--- src/rtl/char_pair_feeder.sv ---
// char_pair_feeder: buffers host character pairs in a FIFO and presents one
// registered pair at a time to the traversal engine, advancing on each
// input_char_flag pulse. Tracks end-of-stream via the in_last marker.
// Optional feature macro: FEEDER_STALL_CNT_EN adds the stall_count output.
module char_pair_feeder #(
  parameter int DEPTH_LOG2 = 6,
  parameter int STALL_W    = 16
) (
  input  logic               clk,
  input  logic               reset,
  input  logic               in_valid,
  output logic               in_ready,
  input  logic [7:0]         in_char,
  input  logic [7:0]         in_char_2,
  input  logic               in_last,
  input  logic               input_char_flag,
  output logic [7:0]         input_char,
  output logic [7:0]         input_char_2,
  output logic               char_valid,
  output logic               stream_done
`ifdef FEEDER_STALL_CNT_EN
  ,
  output logic [STALL_W-1:0] stall_count
`endif
);

  localparam int DEPTH = 1 << DEPTH_LOG2;

  typedef enum logic {S_EMPTY, S_FULL} state_t;

  logic [16:0]         mem [DEPTH];
  logic [DEPTH_LOG2:0] wr_ptr;
  logic [DEPTH_LOG2:0] rd_ptr;
  logic                full;
  logic                empty;
  logic                wr_en;
  logic                pop;
  logic                last_acc;
  logic                p_last;
  logic [16:0]         head;
  state_t              state;

  // Extra pointer MSB separates a full buffer from an empty one.
  assign full  = (wr_ptr[DEPTH_LOG2] != rd_ptr[DEPTH_LOG2]) &&
                 (wr_ptr[DEPTH_LOG2-1:0] == rd_ptr[DEPTH_LOG2-1:0]);
  assign empty = (wr_ptr == rd_ptr);
  assign in_ready = !full;
  // Once the final pair is in, nothing further enters until reset.
  assign wr_en = in_valid && in_ready && !last_acc;
  assign head  = mem[rd_ptr[DEPTH_LOG2-1:0]];

  // Decide whether the head of the FIFO moves into the presentation register.
  always_comb begin
    pop = 1'b0;
    case (state)
      S_EMPTY: pop = !empty && !stream_done;
      S_FULL:  pop = input_char_flag && !p_last && !empty;
      default: pop = 1'b0;
    endcase
  end

  // FIFO storage; contents are don't-care after reset since pointers clear.
  always_ff @(posedge clk) begin
    if (wr_en) mem[wr_ptr[DEPTH_LOG2-1:0]] <= {in_last, in_char_2, in_char};
  end

  // Write pointer and end-of-input tracking.
  always_ff @(posedge clk) begin
    if (reset) begin
      wr_ptr   <= '0;
      last_acc <= 1'b0;
    end else if (wr_en) begin
      wr_ptr <= wr_ptr + (DEPTH_LOG2+1)'(1);
      if (in_last) last_acc <= 1'b1;
    end
  end

  // Presentation FSM: owns the read pointer and the registered output pair.
  always_ff @(posedge clk) begin
    if (reset) begin
      state        <= S_EMPTY;
      rd_ptr       <= '0;
      input_char   <= 8'h00;
      input_char_2 <= 8'h00;
      p_last       <= 1'b0;
      char_valid   <= 1'b0;
      stream_done  <= 1'b0;
    end else begin
      if (pop) begin
        rd_ptr       <= rd_ptr + (DEPTH_LOG2+1)'(1);
        input_char   <= head[7:0];
        input_char_2 <= head[15:8];
        p_last       <= head[16];
      end
      case (state)
        S_EMPTY: begin
          if (pop) begin
            state      <= S_FULL;
            char_valid <= 1'b1;
          end
        end
        S_FULL: begin
          if (input_char_flag) begin
            if (p_last) begin
              stream_done <= 1'b1;
              state       <= S_EMPTY;
              char_valid  <= 1'b0;
            end else if (!pop) begin
              state      <= S_EMPTY;
              char_valid <= 1'b0;
            end
          end
        end
        default: begin
          state      <= S_EMPTY;
          char_valid <= 1'b0;
        end
      endcase
    end
  end

`ifdef FEEDER_STALL_CNT_EN
  function automatic logic [STALL_W-1:0] sat_inc(input logic [STALL_W-1:0] x);
    return (x == '1) ? x : x + STALL_W'(1);
  endfunction

  // Count flag pulses that find nothing to consume or nothing to follow.
  always_ff @(posedge clk) begin
    if (reset) begin
      stall_count <= '0;
    end else if (input_char_flag &&
                 (!char_valid || (empty && !p_last))) begin
      stall_count <= sat_inc(stall_count);
    end
  end
`endif

endmodule

--- config.mk ---
export PLATFORM = sky130hd
export DESIGN_NAME = char_pair_feeder
export DESIGN_NICKNAME = d
export VERILOG_FILES = /design/src/rtl/char_pair_feeder.sv
export SDC_FILE = /design/constraint.sdc
export NUM_CORES = 1
export LEC_CHECK = 0
export BUFFER_PORTS_ARGS = -buffer_cell sky130_fd_sc_hd__buf_2
export CAP_MARGIN = 10
export CORE_MARGIN = 3
export CORE_UTILIZATION = 45
export CTS_BUF_LIST = sky130_fd_sc_hd__clkbuf_16
export DETAILED_ROUTE_END_ITERATION = 8
export HOLD_SLACK_MARGIN = 0.06
export REMOVE_ABC_BUFFERS = 1
export SLEW_MARGIN = 20
export SYNTH_ARGS = -nofsm -noshare
export SYNTH_HDL_FRONTEND = slang
export SYNTH_SLANG_ARGS = --single-unit
--- constraint.sdc ---
create_clock -name clk -period 3.5 [get_ports clk]
set_input_delay 0.7 -clock clk [delete_from_list [all_inputs] [get_ports clk]]
set_output_delay 0.7 -clock clk [all_outputs]
set_load 0.01 [all_outputs]
==> results of run 1 <==
-- logic make-up (layout without fill, tap and decap cells) --
kind of cell	count (synthesis)	in the layout
adder cells (fa/ha/maj)	2	2
multiplexers	439	439
other	0	3
flip-flops	1123	1123
AND/OR/NAND/NOR	254	254
XOR/XNOR	12	12
buffers and inverters	142	418
AO/OA/AOI/OAI	274	274
-- synthesized netlist by cell type (all sizes together), types with 11 or more instances --
cell type	number
nor2	111
mux4	131
mux2i	233
a31oi	14
edfxtp	1088
clkbuf	23
o221ai	13
dfxtp	35
nand2	23
and3	32
nor4	13
a221o	11
buf	112
a311oi	17
nor2b	15
a21oi	23
a211oi	17
nor3	13
nand3	17
mux2	75
a22oi	94
o22ai	35
-- flip-flops by register name, summed over array words and instances, names as in the netlist --
name          count
state             1
rd_ptr            7
mem            1088
p_last            1
char_valid        1
input_char_2      8
input_char        8
last_acc          1
wr_ptr            7
stream_done       1
-- per-stage QoR --
stage	cell area [sq um]	total power, mW	hold slack (ns)
2_1_floorplan	43100	18.6	0.487
3_3_place_gp	46400	20.4	0.508
3_5_place_dp	46400	20.4	0.519
4_1_cts	49900	31.8	0.306
5_1_grt	49900	32.7	0.349
6_report	49900	31.6	0.371
-- power breakdown --
group,internal (mW),switching (mW),leakage (nW),total [mW]
clock,6.52,4.91,1.85,11.4
combinational,2.15,2.89,3.79,5.04
sequential,14.9,0.247,10.1,15.1
total,23.5,8.05,15.7,31.6
-- worst min path at each step --
stage               slack (ns)            start              end
global route              0.35         in_valid         last_acc
detailed placement        0.52  input_char_2[3]  input_char_2[3]
finish                    0.37         in_valid         last_acc
floorplan                 0.49            state            state
CTS                       0.31         in_valid         last_acc
global placement          0.51  input_char_2[3]  input_char_2[3]
-- tightest hold or removal path, delay by kind of cell --
kind | cells | cell delay [ns]
buf+inv | 1 | 0.13
simple gates | 1 | 0.10
compound gates | 1 | 0.08
-- final cells by class --
class                   instances  share of cell area, %
flip-flops and latches       1123                   66.9
multi-input cells             981                   19.7
clock buffers                 117                   5.86
well taps                    1276                   3.20
repair buffers                204                   3.10
clock inverters                91                   1.19
inverters                       6                 0.0451
diodes                          3                 0.0150
-- per-layer routing --
metal / track usage, % / part of all wire, % / up-vias
li1: - / - / 9633
met4: 6.48 / 3.0 / 0
met3: 3.60 / 7.2 / 193
met1: 31.9 / 42 / 12000
met5: 0 / 0 / -
met2: 35.3 / 48 / 946
-- timing repair --
item / CTS / global route
setup endpoints to repair: 2 / 1
gates resized for setup: 2 / 1
hold endpoints to repair: 0 / 0
gates cloned: 0 / 0
==> results.sh, run 1 <==
export IMPL_place_gp_congestion=0.878
export IMPL_dp_hpwl_um=69400
export IMPL_cts_sinks=1123
export IMPL_synth_ff_type="edfxtp_1"
export IMPL_crit_reg2reg_launch="rd_ptr[0]"
export IMPL_avgRoutedWirePerCell_um=29.8
export IMPL_reg2reg_depth=7
export IMPL_grt_setup_unrepaired="no"
export IMPL_ys_warn_count=0
export IMPL_grt_pass1_wl_um=163000
export IMPL_cp_num_buf_inv=2
export IMPL_max_cap_viol_count=0
export IMPL_synth_fa_ha_area_share_pct=0.0567
export IMPL_relSlewSlack_pct=35.6
export IMPL_rrSetupSlack_ns=0.06
export IMPL_clk_latency_ns=0.68
export IMPL_drive_gt1_share_pct=24.3
export IMPL_dp_cells=3589
export IMPL_io_buffers=39
export IMPL_timing_final_hold_violations=0
export IMPL_fin_crit_ns=3.44
export IMPL_powerDensity_nw_per_um2=633
export IMPL_crit_path_max_incr_delay_ns=0.78
export IMPL_dr_first_iter_drc_count=2721
export IMPL_setup_violations=0
export IMPL_path_cells="buf_4 > mux4_1 > a22o_1 > a2111oi_0 > buf_4 > a211o_1 > a311oi_1"
export IMPL_ys_top_cells_by_area="edfxtp_1 74%, mux4_2 5.6%, mux2i_1 5.3%, mux2_2 1.9%, a22oi_1 1.6%"
export IMPL_synth_top_area_share_pct=74.0
export IMPL_slowest_stage="a2111oi_0"
export IMPL_final_nets=2451
export IMPL_crit_path_start_kind="flip-flop"
export IMPL_crit_path_end_kind="flip-flop"
export IMPL_register_area_sq_um=33400
export IMPL_drtPass1Iterations=6
export IMPL_vdd_drop_max_v=0.000462
export IMPL_worst_pin_slew_ns=0.967
export IMPL_synth_compound_area_share_pct=4.68
export IMPL_crit_required_ns=4.00
export IMPL_cts_tree="built"
export IMPL_drc=0
export IMPL_status="finished, final reports clean"
export IMPL_grt_pass1_vias=22400
export IMPL_multiInputGateArea_sq_um=9850
export IMPL_synth_area_mux_share_pct=14.1
export IMPL_synth_seq_cells=1123
export IMPL_htreeDepth=3
export IMPL_num_rows=114
export IMPL_antenna_found_initial=7
export IMPL_fmax_ghz=0.291
export IMPL_yosysUniqueCellTypes=66
export IMPL_viasPerCell=5.98
export IMPL_cts_hold_buf=0
export IMPL_synth_simple_area_share_pct=2.90
export IMPL_timing_rr_end="p_last"
export IMPL_synth_edf_count=1088
export IMPL_overflow=0
export IMPL_grt_total_usage_pct=22.2
export IMPL_worst_slack_ns=0.0603
export IMPL_clock_skew_final_ns=0.0358
export IMPL_worstPathMaxFanout=24
export IMPL_crit_arrival_ns=3.94
export IMPL_holdPathStages=3
export IMPL_final_common_cell="edfxtp_1"
export IMPL_ant_nets=0
export IMPL_stdcell_count=3801
export IMPL_core_area_sq_um=97000
export IMPL_utilization_pct=51.5
export IMPL_cts_path_max_buffers=3
export IMPL_io_pins=40
export IMPL_nFillCells=7699
export IMPL_die_area_sq_um=102000
export IMPL_async_flop_share_pct=0
export IMPL_clk_pin_slew_worst_paths_ns=0.06
export IMPL_critPathCapture="p_last"
export IMPL_cts_buffers=112
export IMPL_synth_top_family_by_area="multiplexers"
export IMPL_root_buffer="clkbuf_16"
export IMPL_start_util_pct=45.5
export IMPL_cts_setup_buffers=0
export IMPL_yosysTopAreaCell="edfxtp_1"
export IMPL_preCtsSetupSlack_ns=-0.0682
export IMPL_routed_wl_um=113000
export IMPL_slew_violations=0
export IMPL_area_growth_pct=13.1
export IMPL_synth_area_sq_um=44100
export IMPL_synthXorXnorAreaFrac_pct=0.238
export IMPL_mostFrequentLayoutCells="1,088 x edfxtp_1, 233 x mux2i_1, 157 x buf_4, 117 x clkbuf_16, 109 x mux4_2"
export IMPL_die_h_um=319
export IMPL_crit_family="compound AO/OA/AOI/OAI gates"
export IMPL_p_leak_nw=15.7
export IMPL_period_share_pct=98.3
export IMPL_grt_max_degree=72
export IMPL_die_w_um=319
export IMPL_startpoint="rd_ptr[0]"
export IMPL_synth_seq_area_share_pct=75.6
export IMPL_critPathMostFrequentCell="buf_4"
export IMPL_path_class="reg -> reg"
export IMPL_tns_ns=0
export IMPL_hold_path_class="in -> reg"
export IMPL_crit_cells=7
export IMPL_syn_avg_cell_area_sq_um=19.6
export IMPL_num_vias=22700
export IMPL_synthCells=2246
Note: power is estimated with default switching activity, not from simulation.
==> run 2: changes to the inputs <==
--- a/config.mk
+++ b/config.mk
@@ -8,10 +8,11 @@
 export BUFFER_PORTS_ARGS = -buffer_cell sky130_fd_sc_hd__buf_2
 export CAP_MARGIN = 10
 export CORE_MARGIN = 3
-export CORE_UTILIZATION = 45
+export CORE_UTILIZATION = 63
 export CTS_BUF_LIST = sky130_fd_sc_hd__clkbuf_16
 export DETAILED_ROUTE_END_ITERATION = 8
 export HOLD_SLACK_MARGIN = 0.06
+export PLACE_DENSITY = 0.79
 export REMOVE_ABC_BUFFERS = 1
 export SLEW_MARGIN = 20
 export SYNTH_ARGS = -nofsm -noshare
==> run 2 against run 1 <==
Effect of this change:
- sequential cell count did not move
- wire length decreased by 5.1%
- sequential power is essentially flat
- combinational power is 2% lower
==> results.sh, run 2 (synthesis results as in run 1) <==
export IMPL_status="finished, final reports clean"
export IMPL_cts_hold_buf=0
export IMPL_grt_setup_unrepaired="no"
export IMPL_register_area_sq_um=33400
export IMPL_root_buffer="clkbuf_16"
export IMPL_drive_gt1_share_pct=22.8
export IMPL_powerDensity_nw_per_um2=634
export IMPL_mostFrequentLayoutCells="1,088 x edfxtp_1, 233 x mux2i_1, 135 x buf_4, 109 x mux4_2, 108 x clkbuf_16"
export IMPL_tns_ns=0
export IMPL_stdcell_count=3418
export IMPL_htreeDepth=3
export IMPL_overflow=0
export IMPL_crit_path_start_kind="flip-flop"
export IMPL_clkPwrFrac_pct=35.8
export IMPL_num_rows=96
export IMPL_slowest_stage="nor4_1"
export IMPL_comb_power_share_pct=15.8
export IMPL_cts_path_max_buffers=3
export IMPL_cts_setup_buffers=0
export IMPL_die_w_um=271
export IMPL_path_class="reg -> reg"
export IMPL_max_cap_viol_count=0
export IMPL_dp_hpwl_um=63800
export IMPL_grt_max_degree=109
export IMPL_drc=0
export IMPL_crit_family="simple AND/OR/NAND/NOR gates"
export IMPL_p_int_mw=23.3
export IMPL_drtPass1Iterations=8
export IMPL_cts_buffers=105
export IMPL_crit_path_end_kind="flip-flop"
export IMPL_start_util_pct=64.0
export IMPL_setup_violations=0
export IMPL_slew_violations=0
export IMPL_placedInstanceArea_sq_um=45800
export IMPL_core_area_sq_um=68900
export IMPL_power_switching_mw=7.82
export IMPL_routed_wl_um=107000
export IMPL_worstPathMaxFanout=40
export IMPL_grt_pass1_wl_um=157000
export IMPL_multiInputGateArea_sq_um=9760
export IMPL_io_pins=40
export IMPL_worst_pin_slew_ns=1.20
export IMPL_grt_total_usage_pct=29.7
export IMPL_largest_reg_flops=1088
export IMPL_cts_tree="built"
export IMPL_finalPower_mw=31.2
export IMPL_io_buffers=39
export IMPL_num_vias=23200
export IMPL_crit_path_max_incr_delay_ns=1.00
export IMPL_cp_num_buf_inv=2
export IMPL_place_gp_congestion=1.01
export IMPL_relSlewSlack_pct=19.2
export IMPL_dr_first_iter_drc_count=3385
export IMPL_clock_skew_final_ns=0.0356
export IMPL_seqPwrFrac_pct=48.4
export IMPL_die_area_sq_um=73300
export IMPL_period_share_pct=98.7
export IMPL_path_cells="buf_12 > nor2_4 > buf_4 > a22oi_1 > and3_1 > nor4_1 > a311oi_1"
export IMPL_dp_cells=3226
export IMPL_design_area_sq_um=49200
export IMPL_nFillCells=4021
export IMPL_cts_sinks=1123
export IMPL_grt_pass1_vias=23300
export IMPL_clk_latency_ns=0.67
export IMPL_viasPerCell=6.80
export IMPL_antenna_found_initial=6
export IMPL_vdd_drop_max_v=0.000489
export IMPL_final_nets=2425
export IMPL_timing_final_hold_violations=0
export IMPL_clk_pin_slew_worst_paths_ns=0.06
export IMPL_crit_required_ns=3.98
export IMPL_ant_nets=0
export IMPL_hold_path_class="in -> reg"
export IMPL_die_h_um=271
export IMPL_p_leak_nw=15.5
export IMPL_final_common_cell="edfxtp_1"
export IMPL_fin_crit_ns=3.45
export IMPL_area_growth_pct=11.4
export IMPL_cts_resized=0
export IMPL_fmax_ghz=0.290
export IMPL_avgRoutedWirePerCell_um=31.4
export IMPL_crit_arrival_ns=3.93
export IMPL_p_sw_share_pct=25.1
-- run 2: worst reg2reg max path: cells and delay by family (launching register included) --
family / cells / cell delay (ns)
buffers and inverters: 2 / 0.60
AND/OR/NAND/NOR: 3 / 1.86
flip-flops: 1 / 0.38
AO/OA/AOI/OAI: 2 / 0.43
-- run 2: area by class of cell --
| cell class | instances | area share, % |
|---|---|---|
| timing repair buffer | 185 | 2.95 |
| tap | 931 | 2.37 |
| antenna | 1 | 0.00509 |
| inverter | 6 | 0.0458 |
| clock inverter | 83 | 1.39 |
| clock buffer | 108 | 5.50 |
| sequential | 1123 | 67.9 |
| multi-input combinational | 981 | 19.8 |
-- run 2: per-stage QoR --
stage               hold slack, ns  utilization (%)  setup slack [ns]
floorplan                    0.487                -             -8.69
global placement             0.498             66.3             0.339
detailed placement           0.509             66.4             0.213
CTS                          0.310             71.3            0.0941
global route                 0.335             71.3            0.0854
finish                       0.337             71.3            0.0472
-- run 2: power by group through the flow --
stage               combinational, mW  sequential (mW)  clock, mW
floorplan                        2.83             15.8          0
global placement                 4.72             15.3          0
detailed placement               4.83             15.3          0
CTS                              4.89             15.1       11.2
global route                     5.16             15.1       11.8
finish                           4.93             15.1       11.1
-- run 2: worst paths after layout --
path / startpoint / to / slack, ns / cells after the start
setup / recovery: rd_ptr[0] / input_char[6] / 0.05 / 7
hold / removal: in_char[2] / mem[2][2] / 0.34 / 1
setup reg to reg: rd_ptr[0] / input_char[6] / 0.05 / 7
hold reg to reg: input_char_2[6] / input_char_2[6] / 0.53 / 2
-- run 2: routing by layer --
metal	part of all wire (%)	GRT usage, %	vias to the layer above
met5	0.037	0	-
met4	4.8	12.3	6
met3	11	7.52	285
met2	47	46.0	1482
met1	37	40.9	11900
li1	-	-	9565
